**config.mk**
```make
export PLATFORM = sky130hd
export DESIGN_NAME = mem_arbiter
export DESIGN_NICKNAME = d
export VERILOG_FILES = /design/src/rtl/rv32i_types.sv /design/src/rtl/mem_arbiter.sv
export SDC_FILE = /design/constraint.sdc
export NUM_CORES = 1
export LEC_CHECK = 0
export ABC_AREA = 0
export BUFFER_PORTS_ARGS = -buffer_cell sky130_fd_sc_hd__buf_2
export CORE_ASPECT_RATIO = 0.6
export CORE_MARGIN = 1.5
export CORE_UTILIZATION = 25
export DETAILED_ROUTE_END_ITERATION = 8
export GPL_ROUTABILITY_DRIVEN = 0
export PLACE_DENSITY = 0.49
export SLEW_MARGIN = 20
export SYNTH_ARGS = -nofsm -noshare
export SYNTH_HDL_FRONTEND = slang
export SYNTH_SLANG_ARGS = --single-unit
export TNS_END_PERCENT = 30
```
**constraint.sdc**
```tcl
create_clock -name clk -period 3.05 [get_ports clk]
set_input_delay 0.305 -clock clk [delete_from_list [all_inputs] [get_ports clk]]
set_output_delay 0.305 -clock clk [all_outputs]
set_load 0.1 [all_outputs]
```
**src/rtl/rv32i_types.sv**
```systemverilog
// Shared rv32i type definitions: arbiter state and transaction-owner encodings.
package rv32i_types;

  typedef enum logic [2:0] {
    IDLE    = 3'd0,
    I_ISSUE = 3'd1,
    I_WAIT  = 3'd2,
    D_ISSUE = 3'd3,
    D_WAIT  = 3'd4
  } mem_arb_state_t;

  typedef enum logic {
    ARB_I = 1'b0,
    ARB_D = 1'b1
  } mem_arb_owner_t;

endpackage

```
**src/rtl/mem_arbiter.sv**
```systemverilog
// Shares one memory port between fetch and data requesters; one latched
// transaction at a time, one-cycle mask pulse, response steered to the owner.
module mem_arbiter
  import rv32i_types::*;
#(
  parameter bit D_FIRST = 1'b1
) (
  input  logic        clk,
  input  logic        rst,
  input  logic [31:0] imem_addr,
  input  logic [3:0]  imem_rmask,
  output logic [31:0] imem_rdata,
  output logic        imem_resp,
  input  logic [31:0] dmem_addr,
  input  logic [3:0]  dmem_rmask,
  input  logic [3:0]  dmem_wmask,
  input  logic [31:0] dmem_wdata,
  output logic [31:0] dmem_rdata,
  output logic        dmem_resp,
  output logic [31:0] mem_addr,
  output logic [3:0]  mem_rmask,
  output logic [3:0]  mem_wmask,
  output logic [31:0] mem_wdata,
  input  logic [31:0] mem_rdata,
  input  logic        mem_resp
);

  mem_arb_state_t r_state, w_next_state;
  mem_arb_owner_t r_last, w_cur_owner, w_prev_owner;
  logic [31:0]    r_addr, r_wdata;
  logic [3:0]     r_rmask, r_wmask;

  logic w_ireq, w_dreq, w_in_xfer, w_issue, w_done, w_sample;
  logic w_grant_i, w_grant_d;

  always_comb begin
    w_ireq       = |imem_rmask;
    w_dreq       = (|dmem_rmask) || (|dmem_wmask);
    w_in_xfer    = (r_state != IDLE);
    w_issue      = (r_state == I_ISSUE) || (r_state == D_ISSUE);
    w_cur_owner  = ((r_state == D_ISSUE) || (r_state == D_WAIT)) ? ARB_D : ARB_I;
    w_done       = w_in_xfer && mem_resp;
    w_sample     = (r_state == IDLE) || w_done;
    // The owner of the transaction finishing this cycle decides the
    // anti-starvation rule; from IDLE the last completed owner is used.
    w_prev_owner = w_done ? w_cur_owner : r_last;
    w_grant_i    = w_ireq && (!w_dreq || (w_prev_owner == ARB_D) || !D_FIRST);
    w_grant_d    = w_dreq && !w_grant_i;

    w_next_state = r_state;
    case (r_state)
      I_ISSUE: if (!mem_resp) w_next_state = I_WAIT;
      D_ISSUE: if (!mem_resp) w_next_state = D_WAIT;
      default: w_next_state = r_state;
    endcase
    if (w_sample) begin
      if (w_grant_i)      w_next_state = I_ISSUE;
      else if (w_grant_d) w_next_state = D_ISSUE;
      else                w_next_state = IDLE;
    end
  end

  always_ff @(posedge clk or posedge rst) begin
    if (rst) begin
      r_state <= IDLE;
      r_last  <= ARB_I;
      r_addr  <= '0;
      r_rmask <= '0;
      r_wmask <= '0;
      r_wdata <= '0;
    end else begin
      r_state <= w_next_state;
      if (w_done) r_last <= w_cur_owner;
      if (w_sample && w_grant_i) begin
        r_addr  <= imem_addr;
        r_rmask <= imem_rmask;
        r_wmask <= '0;
        r_wdata <= '0;
      end else if (w_sample && w_grant_d) begin
        r_addr  <= dmem_addr;
        r_rmask <= dmem_rmask;
        r_wmask <= dmem_wmask;
        r_wdata <= dmem_wdata;
      end
    end
  end

  // Memory side comes only from the latches; masks pulse in ISSUE only.
  always_comb begin
    mem_addr  = r_addr;
    mem_wdata = r_wdata;
    mem_rmask = w_issue ? r_rmask : 4'h0;
    mem_wmask = w_issue ? r_wmask : 4'h0;
  end

  always_comb begin
    imem_rdata = mem_rdata;
    dmem_rdata = mem_rdata;
    imem_resp  = w_done && (w_cur_owner == ARB_I);
    dmem_resp  = w_done && (w_cur_owner == ARB_D);
  end

endmodule

```
==> results.md <==
* Pwr dens at around 1300 mW/mm²
* First-pass GRT wire length at 17590 µm
* Initial antenna violation count at 0
* Count leader, synth: dfrtp_1
* Met2 Resource Use GR at 0.1888
* R2r startpoint: r_state[0]$_DFFE_PP0P_
* CP Cell Sequence: nor2b_1 -> a22oi_1 -> nor2_1 -> buf_2
* Fin util at 0.3190
* Ys async rst share at 1.000
* H-tree depth at 3
* Wire length per cell at 16.47 µm
* DIE AREA at roughly 0.017 mm²
* Clock sink count at 76
* Synthesis Warnings at 0
* Critical Path Stages at 4
* TNS Setup at 0 ns
* Min-delay src: dmem_wdata[24]
* Worst Path Required at roughly 2.7 ns
* Clock Skews at 0.009966 ns
* DR vias at between 3000 and 4000
* Hpwl dp at about 8000 µm
* RSZ-0062 raised after global routing: false
* Setup ws final at between 0.5 and 0.6 ns
* R2r endpoint: mem_wdata[15]$_DFFE_PP0P_
* Largest net degree at the start of global routing at slightly above 70
* Placed cell count at ~670
* Final Hold Viols at 0
* Hold_buf cts at 1
* Worst slack, placed at between 0.6 and 0.7 ns
* Post-synth top area cell: dfrtp_1
* Worst-path fanout max at 12
* CP arrival at 2.21 ns
* Max-cap viol count at 0
* Vias/cell at 4.784
* Chip height at just over 100 µm
* Post-CTS Setup Inserts at 0
* Ys flop type: dfrtp_1
* CTS clk-pin slew, worst paths at roughly 0.060 ns
* Worst Path Buf+Inv at 1
* Core area at roughly 0.015 mm²
* CTS Buf Count at 9
* Maximum VDD drop at 0.7909 mV
* DR pass1 iterations at 4
* Outcome: finished, final reports clean
* CP peak stage delay at roughly 0.7 ns
* Area delta synth->final at 24.05%
* Syn_area_per_cell at around 11 µm²
* Row count at 35
* Antenna diodes at 0
* Synth Instances at ~360
* CTS tree: done
* WHS at 0.1899 ns
* Max Buffers Root-to-Sink at 2
* Ranking of synthesized cells by area: dfrtp_1 (48%), buf_4 (12%), mux2i_1 (8.1%)
* Share of the synthesized area in the top cell type at 0.4784
* Crit. End Element: output pin
* FF-to-FF setup slack at approximately 0.64 ns
* GRT Overall Usage at 0.1348
* Seq/Total Area, Yosys at 0.4784
* CP endpoint: dmem_resp
* Post-route cell area at 0.004931 mm²
* FMAX at about 400 MHz
* CP top delay family: simple AND/OR/NAND/NOR gates
* Top Ports at around 280
* Remaining global-route overflow at 0
* Finished Layout Cells at about 680
* Least-Margin Pin Slew at 0.8332 ns
* M3 GR Usage at 0.06517
* Clk root buf: clkbuf_16
* CP max stage cell: nor2b_1
* Crit. Startpoint: r_state[0]$_DFFE_PP0P_
* Vias in the first global route at about 3200
* Final nets at 619
* Worst setup SP type: flip-flop
* Clk_lat worst skew at approximately 0.33 ns
* Share of cells above drive strength 1 at 0.4470
* Design Power at approximately 6.6 mW
* Post-CTS resize count at 0
* DRT Wirelength at 11260 µm
* DR iter-0 viols at between 200 and 300
* Slew Limit Headroom at 0.4434
* Buffers on Ports at roughly 180
* Initial Util at 0.2571
* Busiest grt layer: met2
* Hold Crit Class: in2reg
* DRC violation count after routing at 0
* Global Route met1 Usage at 0.1836
* Crit share post-route at 0.8250
* Final min period at between 2 and 3 ns
* Slew Limit Fails at 0
* Post-synth EDFFs at 0
* Syn Nets at just over 500
* DP Area at ~0.0046 mm²
* Synthesized area at just under 0.004 mm²
* Post-synth top cells: dfrtp_1 (76), buf_4 (66), a22o_1 (36), a21oi_1 (35), a22oi_1 (33)
* LEAKAGE at approximately 2.5 nW
* Netlist cell types at 32
* Synth Register Bits at 76
* R2r worst-path depth at 6
* WS Path Type: reg2out
* Die X at roughly 170 µm
* Antenna Violating Nets Remaining at 0
* Setup Viol. Count Final at 0
[kinds of logic (layout without fill, tap and decap cells)]
| group | after synthesis | after routing | share of synthesized area |
|---|---|---|---|
| buf+inv | 91 | 211 | 0.1590 |
| simple gates | 38 | 38 | 0.05005 |
| flops | 76 | 76 | 0.4784 |
| xor+xnor | 1 | 1 | 0.002204 |
| mux | 32 | 32 | 0.08058 |
| compound gates | 123 | 123 | 0.2298 |
[where the power goes]
part           internal (mW)  switching, mW
combinational          0.683           3.25
clock                  0.597          0.431
sequential              1.37          0.259
[layout make-up]
cell class	count	area [µm²]
fillers	1612	10530
flip-flops and latches	76	1902
multi-input cells	194	1454
repair buffers	192	1021
well taps	203	254.0
clock buffers	11	252.7
clock inverters	5	35.03
inverters	3	12.51
[state kept, by name, indices dropped and copies added (netlist names)]
register / cells
mem_addr: 32
r_last: 1
r_rmask: 4
r_state: 3
mem_wdata: 32
r_wmask: 4
[layer usage]
layer	wire length, µm	part of all wire
met4	81	0.0072
met2	4467	0.40
met5	0	0
met1	5549	0.49
met3	1164	0.10
[how the worst min path moves through the flow]
stage,endpoint,slack [ns],cells after the start
floorplan,mem_wdata[31]$_DFFE_PP0P_,0.44,1
global placement,mem_wdata[20]$_DFFE_PP0P_,0.19,2
detailed placement,mem_wdata[20]$_DFFE_PP0P_,0.19,2
CTS,mem_wdata[24]$_DFFE_PP0P_,0.17,2
global route,mem_wdata[26]$_DFFE_PP0P_,0.17,2
finish,mem_wdata[24]$_DFFE_PP0P_,0.19,2
[cell usage in the layout (no fill, tap or decap), drive strengths merged]
master	count
a2bb2oi	1
o211ai	1
nand2	7
xnor2	1
nand3	1
or4	3
dlygate4sd3	1
nor2	5
clkinvlp	1
clkbuf	11
o31ai	4
a22o	36
nor4	3
nor2b	1
buf	191
inv	3
o21ai	3
a21oi	35
o32ai	1
a21boi	1
and2	8
dfrtp	76
a32oi	1
a21o	2
o221ai	5
mux2i	32
nor3	9
clkinv	4
or2	1
a22oi	33
(Power assumes the default switching activity.)
